<file path="src/rtl/fsab_rr_scheduler.sv">
// Round-robin grant scheduler for the FSAB request path: rotating priority,
// outbound credit tracking, stuck-grant watchdog and sticky error flags.
module fsab_rr_scheduler #(
  parameter int DEVICES         = 3,
  parameter int IDX_W           = 2,
  parameter int CREDITS_W       = 4,
  parameter int INITIAL_CREDITS = 4,
  parameter int TIMEOUT         = 255
) (
  input  logic                 clk,
  input  logic                 rst,
  input  logic [DEVICES-1:0]   req,
  input  logic [DEVICES-1:0]   active,
  input  logic                 credit_in,
  output logic [DEVICES-1:0]   start,
  output logic                 grant_valid,
  output logic [IDX_W-1:0]     grant_idx,
  output logic [CREDITS_W-1:0] credits,
  output logic                 err_timeout,
  output logic                 err_credit_ovf
);

  localparam int                   WD_W      = (TIMEOUT > 1) ? $clog2(TIMEOUT) : 1;
  localparam logic [WD_W-1:0]      WD_LAST   = WD_W'((TIMEOUT > 0) ? (TIMEOUT - 1) : 0);
  localparam logic                 WD_EN     = (TIMEOUT > 0) ? 1'b1 : 1'b0;
  localparam logic [CREDITS_W-1:0] CRED_MAX  = {CREDITS_W{1'b1}};
  localparam logic [CREDITS_W-1:0] CRED_INIT = CREDITS_W'(INITIAL_CREDITS);
  localparam logic [IDX_W-1:0]     LAST_INIT = IDX_W'(DEVICES - 1);

  typedef enum logic [1:0] {
    IDLE     = 2'd0,
    WAIT_ACT = 2'd1,
    BUSY     = 2'd2
  } state_t;

  state_t               state_r, state_s;
  logic [DEVICES-1:0]   start_r, start_s;
  logic                 grant_valid_r, grant_valid_s;
  logic [IDX_W-1:0]     grant_idx_r, grant_idx_s;
  logic [IDX_W-1:0]     last_r, last_s;
  logic [WD_W-1:0]      wdog_r, wdog_s, wdog_inc_s;
  logic [CREDITS_W-1:0] credits_r, credits_s;
  logic                 err_timeout_r, err_timeout_s;
  logic                 err_credit_ovf_r, err_credit_ovf_s;
  logic [IDX_W:0]       pick_s;
  logic                 act_sel_s;
  logic                 start_fired_s;

  // Returns {found, index} of the first requester after 'last', wrapping modulo
  // DEVICES. Scanning from the far end lets the nearest candidate overwrite.
  function automatic logic [IDX_W:0] rr_pick(input logic [DEVICES-1:0] r,
                                             input logic [IDX_W-1:0]   last);
    logic [IDX_W:0] res;
    int             cand;
    res = '0;
    for (int k = DEVICES; k >= 1; k--) begin
      cand = (int'(last) + k) % DEVICES;
      res  = (|(r & (DEVICES'(1) << cand))) ? {1'b1, IDX_W'(cand)} : res;
    end
    return res;
  endfunction

  assign pick_s        = rr_pick(req, last_r);
  assign act_sel_s     = |(active & (DEVICES'(1) << grant_idx_r));
  assign start_fired_s = |start_r;
  assign wdog_inc_s    = WD_EN ? (wdog_r + WD_W'(1)) : wdog_r;

  // Grant state machine: selection in IDLE, hold until release or watchdog expiry
  always_comb begin
    state_s       = state_r;
    start_s       = '0;
    grant_valid_s = grant_valid_r;
    grant_idx_s   = grant_idx_r;
    last_s        = last_r;
    wdog_s        = wdog_r;
    err_timeout_s = err_timeout_r;
    case (state_r)
      IDLE: begin
        if (pick_s[IDX_W] && (credits_r != '0)) begin
          state_s       = WAIT_ACT;
          start_s       = DEVICES'(1) << pick_s[IDX_W-1:0];
          grant_idx_s   = pick_s[IDX_W-1:0];
          grant_valid_s = 1'b1;
          wdog_s        = '0;
        end else begin
          state_s       = IDLE;
        end
      end
      WAIT_ACT, BUSY: begin
        // A normal release in BUSY takes precedence over a coincident expiry.
        if ((state_r == BUSY) && !act_sel_s) begin
          state_s       = IDLE;
          grant_valid_s = 1'b0;
          last_s        = grant_idx_r;
        end else if (WD_EN && (wdog_r == WD_LAST)) begin
          state_s       = IDLE;
          grant_valid_s = 1'b0;
          last_s        = grant_idx_r;
          err_timeout_s = 1'b1;
        end else if ((state_r == WAIT_ACT) && act_sel_s) begin
          state_s       = BUSY;
          wdog_s        = wdog_inc_s;
        end else begin
          wdog_s        = wdog_inc_s;
        end
      end
      default: begin
        state_s       = IDLE;
        grant_valid_s = 1'b0;
      end
    endcase
  end

  // Credit counter: consume on a start pulse, refund on credit_in, saturate at max
  always_comb begin
    credits_s        = credits_r;
    err_credit_ovf_s = err_credit_ovf_r;
    if (start_fired_s && !credit_in) begin
      credits_s = credits_r - CREDITS_W'(1);
    end else if (!start_fired_s && credit_in) begin
      if (credits_r == CRED_MAX) begin
        err_credit_ovf_s = 1'b1;
      end else begin
        credits_s = credits_r + CREDITS_W'(1);
      end
    end else begin
      credits_s = credits_r;
    end
  end

  // State and output registers with synchronous reset
  always_ff @(posedge clk) begin
    if (rst) begin
      state_r          <= IDLE;
      start_r          <= '0;
      grant_valid_r    <= 1'b0;
      grant_idx_r      <= '0;
      last_r           <= LAST_INIT;
      wdog_r           <= '0;
      credits_r        <= CRED_INIT;
      err_timeout_r    <= 1'b0;
      err_credit_ovf_r <= 1'b0;
    end else begin
      state_r          <= state_s;
      start_r          <= start_s;
      grant_valid_r    <= grant_valid_s;
      grant_idx_r      <= grant_idx_s;
      last_r           <= last_s;
      wdog_r           <= wdog_s;
      credits_r        <= credits_s;
      err_timeout_r    <= err_timeout_s;
      err_credit_ovf_r <= err_credit_ovf_s;
    end
  end

  assign start          = start_r;
  assign grant_valid    = grant_valid_r;
  assign grant_idx      = grant_idx_r;
  assign credits        = credits_r;
  assign err_timeout    = err_timeout_r;
  assign err_credit_ovf = err_credit_ovf_r;

endmodule
</file>
<file path="config.mk">
export PLATFORM = sky130hd
export DESIGN_NAME = fsab_rr_scheduler
export DESIGN_NICKNAME = d
export VERILOG_FILES = /design/src/rtl/fsab_rr_scheduler.sv
export SDC_FILE = /design/constraint.sdc
export NUM_CORES = 1
export LEC_CHECK = 0
export ABC_CLOCK_PERIOD_IN_PS = 3800
export CAP_MARGIN = 10
export CORE_MARGIN = 4
export CORE_UTILIZATION = 30
export CTS_BUF_LIST = sky130_fd_sc_hd__clkbuf_8
export CTS_CLUSTER_DIAMETER = 200
export DETAILED_ROUTE_END_ITERATION = 8
export GPL_TIMING_DRIVEN = 0
export PLACE_DENSITY = 0.47
export SLEW_MARGIN = 0
export SYNTH_ARGS = -nofsm -noshare
export SYNTH_HDL_FRONTEND = slang
export SYNTH_SLANG_ARGS = --single-unit
export TNS_END_PERCENT = 10
</file>
<file path="constraint.sdc">
create_clock -name clk -period 3.8 [get_ports clk]
set_input_delay 0.38 -clock clk [delete_from_list [all_inputs] [get_ports clk]]
set_output_delay 0.38 -clock clk [all_outputs]
set_load 0.02 [all_outputs]
</file>
==> results.yml <==
logic_synthesis:
  synth_top_area_share: 0.3130
  yosys-top-cells-count: "dfxtp_1, inv_1, nor2_1"
  synthArstFlopShare: 0
  netlist_area_sq_um: 1535
  syn_avg_cell_area_sq_um: 8.529
  synth_area_leader_cell: "dfxtp_1"
  netlist_instances: 180
  synth_edf_count: 0
  ys_seq_elements: 24
  synth.yosys.seq_area_share: 0.3130
  synth_ff_type: "dfxtp_1"
  ys_warn_count: 0
  synth.area.top_cells: "dfxtp_1, ha_1, inv_1, nor2_1, nand2_1"
  yosysMostFrequentCell: "dfxtp_1"
  syn_nets: 204
  ys_types: 51
global_routing:
  overflow: 0
  grt_pass1_wl_mm: 5.982
  antenna_found_initial: 0
  grt_use_total: 0.1187
  grt_pass1_vias: 1270
  grt_max_degree: 15
setup_path:
  startpoint_type: "register"
  r2r_cells: 8
  crit_fanout: 4
  cp.required_ns: 4.00
  cp_slowest_cell: "or3_1"
  slowest_delay_ns: 0.40
  setup.worst_path.end_class: "register"
  path_cells: "or3_1, ha_1, ha_1, a21o_1, a21oi_1, xnor2_1, or3_1, a21oi_1"
  cp.arrival_ns: 2.43
  path_class: "reg -> reg"
floorplan:
  rows: 25
  die_h_um: 79.54
  die_area_sq_um: 6326
  die_x_um: 79.54
  core-area_sq_um: 4848
  io_pins: 21
  initial_core_util: 0.3166
timing:
  fin_crit_ns: 2.223
  fin_tns_setup_ns: 0
  fin_crit_sh: 0.5850
  skew_ns: 0.002861
  setup_viol: 0
  worstMarginPinSlew_ns: 0.5611
  relSlewSlack: 0.6259
  finalHoldViolations: 0
  fmax_mhz: 449.9
  slew_violations: 0
  rsz0062_at_grt: "no"
clocking:
  cts_hold_buf: 0
  cts.clk_slew.worst_paths_ns: 0.09
  clk_path_buf_depth: 2
  tritoncts: "done"
  cts.repair.resized: 0
  clk_latency_ns: 0.27
  cts_max_level: 1
  cts-root-buf: "clkbuf_8"
  cts_setup_buffers: 0
  cts_num_sinks: 24
  numCtsBuffers: 3
placement:
  io_buffers: 20
  placedCellCount: 267
  gp_congestion: 0.8419
  dp_hpwl_mm: 2.741
finish:
  stdcell_count: 271
  drive_gt1_frac: 0.06863
  final_nets: 229
  fin_util: 0.3899
  antenna_cells: 0
  area_delta_synth_final_pct: 23.15
  fillers: 484
power_and_ir_drop:
  p_int_uw: 781.8
  power.share.combinational: 0.569
  ir_drop_mv: 0.3615
  swShare: 0.4356
  switchingPower_uw: 603.3
  p_per_area_nw_per_um2: 732.7
  p_leak_nw: 0.7562
  p_clk_frac: 0.166
  p_seq_frac: 0.265
  power.total_mw: 1.385
routing:
  wl_met3_um: 179
  drtAntennaViolNets: 0
  drt-vias-per-instance: 5.030
  wl_per_cell_um: 13.32
  via_count: 1363
  routed_wl_mm: 3.610
  wl_met2_mm: 1.695
  met1_length_mm: 1.710
  drc: 0
  dr.pass1.iters: 4
  drt_iter0_drc: 77
  top_layer: "met4"
hold_path:
  hold_depth: 2
  hold_class: "reg -> reg"
status:
  run_status: "finished, final reports clean"
run:
  cap_violations: 0
## registers in the layout, indices dropped and copies added, names as in the netlist
signal and cells:
credits 4, start 3, last_r 2, wdog_r 8
err_timeout 1, grant_valid 1, grant_idx 2, err_credit_ovf 1
state_r 2
## kinds of logic after synthesis
kind of cell             Yosys count  share of synthesized area
AO/OA/AOI/OAI                     43                     0.2135
adder cells (fa/ha/maj)           15                     0.1271
flip-flops                        24                     0.3130
AND/OR/NAND/NOR                   66                     0.2249
XOR/XNOR                           3                    0.01712
buffers and inverters             22                    0.05460
multiplexers                       7                    0.04971
## power by group through the flow
stage | logic [mW] | registers, mW | clock network (mW)
after floorplan | 0.538 | 0.405 | 0
after global placement | 0.782 | 0.371 | 0
after detailed placement | 0.788 | 0.375 | 0
after CTS | 0.792 | 0.369 | 0.237
after global routing | 0.880 | 0.378 | 0.249
final | 0.788 | 0.367 | 0.230
## final cells by class
| class | count | area (sq um) | area share |
|---|---|---|---|
| Multi-Input combinational cell | 134 | 970.9 | 0.5136 |
| Clock inverter | 1 | 30.03 | 0.01588 |
| Timing Repair Buffer | 20 | 200.2 | 0.1059 |
| Tap cell | 67 | 83.83 | 0.04434 |
| Sequential cell | 24 | 480.5 | 0.2541 |
| Inverter | 18 | 67.56 | 0.03574 |
| Buffer | 4 | 16.27 | 0.008604 |
| Clock buffer | 3 | 41.29 | 0.02184 |
## metal layers
metal | global-route usage | vias up
met5 | 0 | -
met4 | 0.02577 | 0
met3 | 0.02370 | 2
met2 | 0.2095 | 26
met1 | 0.1479 | 635
li1 | - | 700
## worst paths after layout
| kind | start | endpoint | slack [ns] |
|---|---|---|---|
| worst min register to register | err_credit_ovf | err_credit_ovf | 0.48 |
| worst max register to register | start[1] | credits[3] | 1.58 |
| worst min-delay path | err_credit_ovf | err_credit_ovf | 0.48 |
| worst max-delay path | start[1] | credits[3] | 1.58 |
## per-stage QoR
step / worst slack [ns] / cell area (sq um) / hold WS (ns)
after detailed placement: 1.399 / 1819 / 0.4663
after global placement: 1.423 / 1819 / 0.4495
final: 1.577 / 1891 / 0.4789
after global routing: 1.463 / 1891 / 0.5272
after floorplan: 1.660 / 1535 / 0.4408
after CTS: 1.566 / 1891 / 0.4902
## critical path, delay by kind of cell (launching register included)
family,cells,cell delay (ns)
flops,1,0.32
fa+ha+maj,2,0.53
simple gates,2,0.72
xor+xnor,1,0.10
compound gates,3,0.49
## layout by cell type (no fill, tap or decap), types with 2 or more instances in the layout
| master | synthesis | layout |
|---|---|---|
| o211ai_1 | 2 | 2 |
| or3_1 | 2 | 2 |
| a32o_1 | 3 | 3 |
| o21ai_0 | 2 | 2 |
| o21a_1 | 3 | 3 |
| nand2b_1 | 2 | 2 |
| xnor2_1 | 2 | 2 |
| clkbuf_8 | 0 | 3 |
| nor4_1 | 2 | 2 |
| and3_1 | 3 | 3 |
| or4_1 | 2 | 2 |
| nor2_1 | 17 | 17 |
| ha_1 | 14 | 14 |
| dfxtp_1 | 24 | 24 |
| a211oi_1 | 2 | 2 |
| clkbuf_1 | 3 | 3 |
| a22oi_1 | 2 | 2 |
| a31oi_1 | 2 | 2 |
| inv_1 | 17 | 17 |
| nor3_1 | 5 | 5 |
| nor3b_1 | 3 | 3 |
| nand2_1 | 15 | 15 |
| and3b_1 | 2 | 2 |
| mux2i_1 | 5 | 5 |
| nand4_1 | 4 | 4 |
| clkdlybuf4s50_1 | 0 | 20 |
| nor3_2 | 2 | 2 |
| nand3_1 | 4 | 4 |
| a21oi_1 | 11 | 11 |
| o21ai_1 | 2 | 2 |
No activity file was read; power rests on OpenSTA's default activity.
